File: config.mk
export PLATFORM = sky130hd
export DESIGN_NAME = idex_operand_stage
export DESIGN_NICKNAME = d
export VERILOG_FILES = /design/src/rtl/idex_operand_stage.sv
export SDC_FILE = /design/constraint.sdc
export NUM_CORES = 1
export LEC_CHECK = 0
export BUFFER_PORTS_ARGS = -buffer_cell sky130_fd_sc_hd__buf_2
export CORE_MARGIN = 3
export CORE_UTILIZATION = 48
export CTS_CLUSTER_SIZE = 25
export DETAILED_ROUTE_END_ITERATION = 12
export PLACE_DENSITY = 0.92
export SETUP_SLACK_MARGIN = 0.05
export SLEW_MARGIN = 15
export SYNTH_ARGS = -nofsm -noshare
export SYNTH_HDL_FRONTEND = slang
export SYNTH_SLANG_ARGS = --single-unit
File: constraint.sdc
create_clock -name clk -period 2.4 [get_ports clk]
set_input_delay 0.12 -clock clk [delete_from_list [all_inputs] [get_ports clk]]
set_output_delay 0.12 -clock clk [all_outputs]
set_load 0.01 [all_outputs]
File: src/rtl/idex_operand_stage.sv
// idex_operand_stage: ID/EX pipeline register with load-use stall, flush bubbles and EX operand forwarding
//   clk, rst_n             clock, asynchronous active-low reset
//   i_id_*                 decoded instruction fields from ID
//   i_exm_*, i_wb_*        EX/MEM and MEM/WB forwarding sources
//   i_flush                squash the instruction entering EX
//   o_alu_a/b/S/Cin        alu32 operands and controls (OR of zeros while EX is empty)
//   o_ex_valid/rd/regwrite/memread  registered EX-stage control
//   o_stall_out            combinational hold request for PC and IF/ID
//   o_bubble_cnt           saturating count of stall bubbles
module idex_operand_stage (
  input  logic        clk,
  input  logic        rst_n,
  input  logic        i_id_valid,
  input  logic [4:0]  i_id_rs1,
  input  logic [4:0]  i_id_rs2,
  input  logic [4:0]  i_id_rd,
  input  logic [31:0] i_id_rdata1,
  input  logic [31:0] i_id_rdata2,
  input  logic [31:0] i_id_imm,
  input  logic        i_id_use_imm,
  input  logic [2:0]  i_id_S,
  input  logic        i_id_regwrite,
  input  logic        i_id_memread,
  input  logic [4:0]  i_exm_rd,
  input  logic        i_exm_regwrite,
  input  logic [31:0] i_exm_result,
  input  logic [4:0]  i_wb_rd,
  input  logic        i_wb_regwrite,
  input  logic [31:0] i_wb_data,
  input  logic        i_flush,
  output logic [31:0] o_alu_a,
  output logic [31:0] o_alu_b,
  output logic [2:0]  o_alu_S,
  output logic        o_alu_Cin,
  output logic        o_ex_valid,
  output logic [4:0]  o_ex_rd,
  output logic        o_ex_regwrite,
  output logic        o_ex_memread,
  output logic        o_stall_out,
  output logic [15:0] o_bubble_cnt
);
  logic        r_valid;
  logic [4:0]  r_rs1;
  logic [4:0]  r_rs2;
  logic [4:0]  r_rd;
  logic [31:0] r_rdata1;
  logic [31:0] r_rdata2;
  logic [31:0] r_imm;
  logic        r_use_imm;
  logic [2:0]  r_s;
  logic        r_regwrite;
  logic        r_memread;
  logic [15:0] r_bubble_cnt;
  logic        w_load_in_ex;
  logic        w_dep;
  logic        w_bubble;
  logic        w_exm_ok;
  logic        w_wb_ok;
  logic [31:0] w_fwd_a;
  logic [31:0] w_fwd_b;
  assign w_load_in_ex = r_valid && r_memread && r_rd != 5'd0;
  // rs2 only matters when B really reads the register file
  assign w_dep        = i_id_rs1 == r_rd || (i_id_rs2 == r_rd && !i_id_use_imm);
  assign o_stall_out  = w_load_in_ex && i_id_valid && w_dep && !i_flush;
  assign w_bubble     = o_stall_out || i_flush;
  always_ff @(posedge clk or negedge rst_n) begin
    if (!rst_n) begin
      r_valid    <= 1'b0;
      r_rs1      <= '0;
      r_rs2      <= '0;
      r_rd       <= '0;
      r_rdata1   <= '0;
      r_rdata2   <= '0;
      r_imm      <= '0;
      r_use_imm  <= 1'b0;
      r_s        <= '0;
      r_regwrite <= 1'b0;
      r_memread  <= 1'b0;
    end else if (w_bubble) begin
      r_valid    <= 1'b0;
      r_rs1      <= '0;
      r_rs2      <= '0;
      r_rd       <= '0;
      r_rdata1   <= '0;
      r_rdata2   <= '0;
      r_imm      <= '0;
      r_use_imm  <= 1'b0;
      r_s        <= '0;
      r_regwrite <= 1'b0;
      r_memread  <= 1'b0;
    end else begin
      r_valid    <= i_id_valid;
      r_rs1      <= i_id_rs1;
      r_rs2      <= i_id_rs2;
      r_rd       <= i_id_rd;
      r_rdata1   <= i_id_rdata1;
      r_rdata2   <= i_id_rdata2;
      r_imm      <= i_id_imm;
      r_use_imm  <= i_id_use_imm;
      r_s        <= i_id_S;
      r_regwrite <= i_id_regwrite;
      r_memread  <= i_id_memread;
    end
  end
  // flush bubbles are not counted, only those caused by a load-use stall
  always_ff @(posedge clk or negedge rst_n) begin
    if (!rst_n) r_bubble_cnt <= '0;
    else if (o_stall_out && r_bubble_cnt != 16'hFFFF) r_bubble_cnt <= r_bubble_cnt + 16'd1;
  end
  // r0 is hardwired to zero, so it is never a forwarding source
  assign w_exm_ok = i_exm_regwrite && i_exm_rd != 5'd0;
  assign w_wb_ok  = i_wb_regwrite && i_wb_rd != 5'd0;
  always_comb begin
    w_fwd_a = (w_exm_ok && i_exm_rd == r_rs1) ? i_exm_result :
              (w_wb_ok && i_wb_rd == r_rs1)   ? i_wb_data    : r_rdata1;
    w_fwd_b = (w_exm_ok && i_exm_rd == r_rs2) ? i_exm_result :
              (w_wb_ok && i_wb_rd == r_rs2)   ? i_wb_data    : r_rdata2;
  end
  // an empty EX stage presents 0 | 0 so the ALU result is 0
  assign o_alu_a       = r_valid ? w_fwd_a : 32'd0;
  assign o_alu_b       = r_valid ? (r_use_imm ? r_imm : w_fwd_b) : 32'd0;
  assign o_alu_S       = r_valid ? r_s : 3'b100;
  assign o_alu_Cin     = r_valid && r_s == 3'b011;
  assign o_ex_valid    = r_valid;
  assign o_ex_rd       = r_rd;
  assign o_ex_regwrite = r_regwrite;
  assign o_ex_memread  = r_memread;
  assign o_bubble_cnt  = r_bubble_cnt;
endmodule

# ---- Word level (Yosys, flattened, before mapping)
# Cells that the tools add are included.
dict set report totals {
  input_bits 197
  elab_cells 61
  output_inout_bits 93
  reg_bits 134
}
dict set report classes {
  reduce_logical 21
  n_eq_ne 8
  n_mux 19
  add_sub_neg 1
}
# cell n
set op_table {}
lappend op_table {{32-bit 2-to-1 mux} 10}
lappend op_table {{5-bit equality test} 6}
lappend op_table {{16-bit by 1-bit adder with 16-bit output, second input constant} 1}
lappend op_table {{16-bit != test, second input constant} 1}
lappend op_table {{5-bit 2-to-1 mux} 3}
lappend op_table {{5-bit nonzero test} 3}
lappend op_table {{1-bit logical AND} 14}
lappend op_table {{3-bit 2-to-1 mux} 2}
lappend op_table {{1-bit 2-to-1 mux} 4}
lappend op_table {{3-bit by 2-bit equality test with 1-bit output, second input constant} 1}
lappend op_table {{1-bit zero test} 2}
lappend op_table {{1-bit logical OR} 2}

# ---- Depth between registers and ports, before layout
dict set report logic_depth {
  ltp_word 7
  ltp_mapped 7
}

# ---- Least setup slack after synthesis
# OpenSTA, ideal clock, no wires.
dict set report synth_path {
  path_type {flip-flop to output port}
  startpoint {register r_rs2[3]}
  endpoint {output o_alu_b[0]}
  t_arrival_ns 1.806
  n_path_buf 2
  slack_ns 0.474
  path_stages_with_launch 8
  required_time_ns 2.280
  cell_sequence {dfrtp_1 xnor2_1 nand2_1 or3_1 or3_1 clkbuf_1 buf_2 o221ai_1}
}
dict set report synth_between {
  elab_chain_cells 6
}
# element line_no
set synth_lines {}
lappend synth_lines {{start: declaration} 44} ;# logic [4:0] r_rs2;
lappend synth_lines {{start signal: assignment} 94} ;# r_rs2 <= i_id_rs2;
lappend synth_lines {{5-bit equality test} 117} ;# (w_wb_ok && i_wb_rd == r_rs2) ? i_wb_data : r_rdata2;
lappend synth_lines {{1-bit logical AND} 117}
lappend synth_lines {{32-bit 2-to-1 mux} 117}
lappend synth_lines {{32-bit 2-to-1 mux *} 116} ;# w_fwd_b = (w_exm_ok && i_exm_rd == r_rs2) ? i_exm_result :
lappend synth_lines {{32-bit 2-to-1 mux * (2 in a row)} 121} ;# assign o_alu_b = r_valid ? (r_use_imm ? r_imm : w_fwd_b) : 32'd0;
lappend synth_lines {{end: declaration} 32} ;# output logic [31:0] o_alu_b,
# Every way passes the cells marked *; elsewhere a longest branch is shown, timed or not.

# ---- Worst setup path in the final report
dict set report layout_path {
  startpoint {register r_rs2[1]}
  endpoint {output o_alu_b[18]}
}
# Same word-level chain as after synthesis.

==> impl_metrics.py <==
metrics = {
    "run_status": {
        "outcome": "complete, but fails checks",
        "violations": "setup timing",
    },
    "cells_and_area": {
        "areaGrowthSynthToFinish_pct": 69.6,
        "fin_area_um2": 11300,
        "nets": 1263,
        "final_common_cell": "buf_2",
        "layout-drive-gt1-share": 0.434,
        "mostFrequentLayoutCells": "buf_2 (285), dfrtp_1 (134), and2_1 (122)",
    },
    "global_route": {
        "grt-ovfl-total": 0,
        "grt_usage": 0.365,
        "grt_pass1_vias": 7781,
        "grt_antenna_before_repair": 2,
        "grt_max_degree": 60,
        "grt_pass1_wl_um": 41400,
    },
    "critical_path": {
        "crit_type": "flip-flop to output pin",
        "cp_max_fo": 8,
        "arrival_ps": 2560,
        "crit_path_end_kind": "output pin",
        "start_kind": "flip-flop",
        "required_ps": 2280,
    },
    "placed_design": {
        "placed_area_um2": 8360,
        "hpwl_um": 14800,
        "io_buffers": 289,
        "gp_congestion": 0.926,
    },
    "synth": {
        "synthXorXnorAreaFrac": 0.0578,
        "ys_ff_latch": 134,
        "synth_top_family_by_area": "simple AND/OR/NAND/NOR gates",
        "synth-async-reset-ratio": 1.00,
        "synth-seq-area-share": 0.503,
        "synth_edf_count": 0,
        "synthDistinctLibCells": 40,
        "synth_adder_area_share": 0.00188,
        "syn_avg_cell_area_um2": 10.5,
        "ys_warn_count": 0,
        "muxShareOfSynthArea": 0.0962,
        "synthSimpleGateAreaFrac": 0.198,
        "syn_nets": 832,
        "netlist_area_um2": 6670,
        "syn_inst": 634,
        "dominantRegCellSynth": "dfrtp_1",
        "synth_compound_area_frac": 0.0942,
    },
    "die": {
        "die_w_um": 124,
        "design.die.area_um2": 15300,
        "core_area_um2": 13400,
        "start_util": 0.498,
        "io_pins": 290,
        "rows": 42,
        "die_h_um": 124,
    },
    "sta": {
        "skew_ps": 10.4,
        "fin_crit_sh": 1.12,
        "max_freq_mhz": 373,
        "drv_slew": 0,
        "worst_slack_ps": -283,
        "relSlewSlack": 0.486,
        "fin_crit_ps": 2680,
        "tightest_slew_ps": 771,
        "hold_violations": 0,
        "setup_tns_ps": -6940,
        "rsz0062_at_grt": "yes",
        "setup_viol": 58,
    },
    "clocking": {
        "clock_sinks": 134,
        "cts_tree": "done",
        "cts_buffers": 17,
        "insertion_delay_ps": 410,
        "root_buffer": "clkbuf_16",
        "path_clk_slew_ps": 50,
        "htreeDepth": 4,
        "cts_max_path_buffers": 2,
    },
    "pwr": {
        "ir_worst_vdd_mv": 0.446,
        "power-per-cell-area_nw_per_um2": 530,
        "leakage_uw": 0.00524,
        "total_power_uw": 5990,
    },
    "route": {
        "vias_per_cell": 5.96,
        "drcViolationCount": 0,
        "drt_wl_total_um": 31800,
        "vias": 7462,
        "drt_iter0_drc": 826,
        "wl_per_cell_um": 25.4,
        "ant_nets": 0,
        "firstDrtPassIters": 7,
    },
    "run": {
        "drv_cap": 0,
    },
    "min_path": {
        "hold_path_class": "input port to flip-flop",
    },
}
[cells by family after synthesis]
logic type	Yosys count
adders and majority gates	1
xor gates and xnor gates	44
muxes	64
and+or+nand+nor	241
DFF	134
buffers and inverters	74
AOI/OAI and AO/OA	76
[synth_stat cells (2+ instances only)]
cell type	number	area, um2
a211oi_1	32	240
and2_1	122	763
and3_1	6	37.5
and4_1	3	26.3
buf_2	11	55.1
buf_4	4	30.0
buf_6	3	33.8
clkbuf_1	23	86.3
dfrtp_1	134	3350
inv_1	32	120
mux2i_1	63	631
nand2_1	36	135
nand3_1	16	80.1
nand3b_1	2	15.0
nand4_1	7	43.8
nor2_1	38	143
o211ai_1	2	15.0
o221ai_1	31	272
or3_1	3	18.8
or4_1	4	30.0
xnor2_1	41	359
xor2_1	3	26.3
[metal layers]
layer	global-route usage	part of all wire	routed length, um
met2	0.597	0.48	15300
met5	0.0243	0.0029	92
met4	0.273	0.076	2420
met3	0.140	0.11	3440
met1	0.375	0.33	10500
[stage by stage]
step	instances	setup slack [ps]	hold slack, ps	utilization
after global routing	1252	-330	182	0.844
after floorplan	634	474	-176	-
after detailed placement	1077	41.3	133	0.624
final	1253	-283	172	0.844
after global placement	1077	119	122	0.624
after CTS	1243	-178	132	0.800
[registers in the layout, indices dropped and copies added, names as in the netlist]
| register | cells |
|---|---|
| o_bubble_cnt | 16 |
| o_ex_memread | 1 |
| o_ex_rd | 5 |
| o_ex_regwrite | 1 |
| o_ex_valid | 1 |
| r_imm | 32 |
| r_rdata1 | 32 |
| r_rdata2 | 32 |
| r_rs1 | 5 |
| r_rs2 | 5 |
| r_s | 3 |
| r_use_imm | 1 |
[worst max-delay path, cell delays in order (launching register included)]
cell	delay [ps]
dfrtp_1	390
buf_6	120
xnor2_2	130
nand3_1	100
or3_4	350
or3_4	410
buf_12	180
o221ai_1	270
buf_2	200
[timing repair]
item                                    CTS  global route
endpoints found under the setup margin   63            65
endpoints found under the hold margin   175             0
hold buffers                            119             0
gates resized for setup                  73            90
gates cloned                              8             3
pin swaps                                 7            13
setup buffers                            10             5
[worst paths after layout]
| kind | startpoint | to | slack, ps | cells after the start |
|---|---|---|---|---|
| max in group asynchronous | rst_n | r_imm[9]$_DFF_PN0_ | 1390 | 3 |
| hold / removal | i_flush | o_bubble_cnt[14]$_DFFE_PN0P_ | 170 | 4 |
| setup / recovery | r_rs2[1]$_DFF_PN0_ | o_alu_b[18] | -280 | 8 |
| hold reg to reg | o_bubble_cnt[11]$_DFFE_PN0P_ | o_bubble_cnt[11]$_DFFE_PN0P_ | 530 | 1 |
| setup reg to reg | o_ex_rd[1]$_DFF_PN0_ | r_rdata1[13]$_DFF_PN0_ | 260 | 5 |
| min in group asynchronous | rst_n | o_bubble_cnt[6]$_DFFE_PN0P_ | 230 | 2 |
[cell type report]
type	count	area [um2]
diodes	2	5.00
well taps	176	220
clock buffers	25	495
fillers	624	2090
clock inverters	4	70.1
multi-input cells	427	3680
repair buffers	452	3360
inverters	33	124
flip-flops and latches	134	3350
[where the power goes]
part / internal, uW / switching (uW)
Combinational: 502 / 507
Clock: 1620 / 933
Sequential: 2360 / 65.2
(Power assumes the default switching activity.)
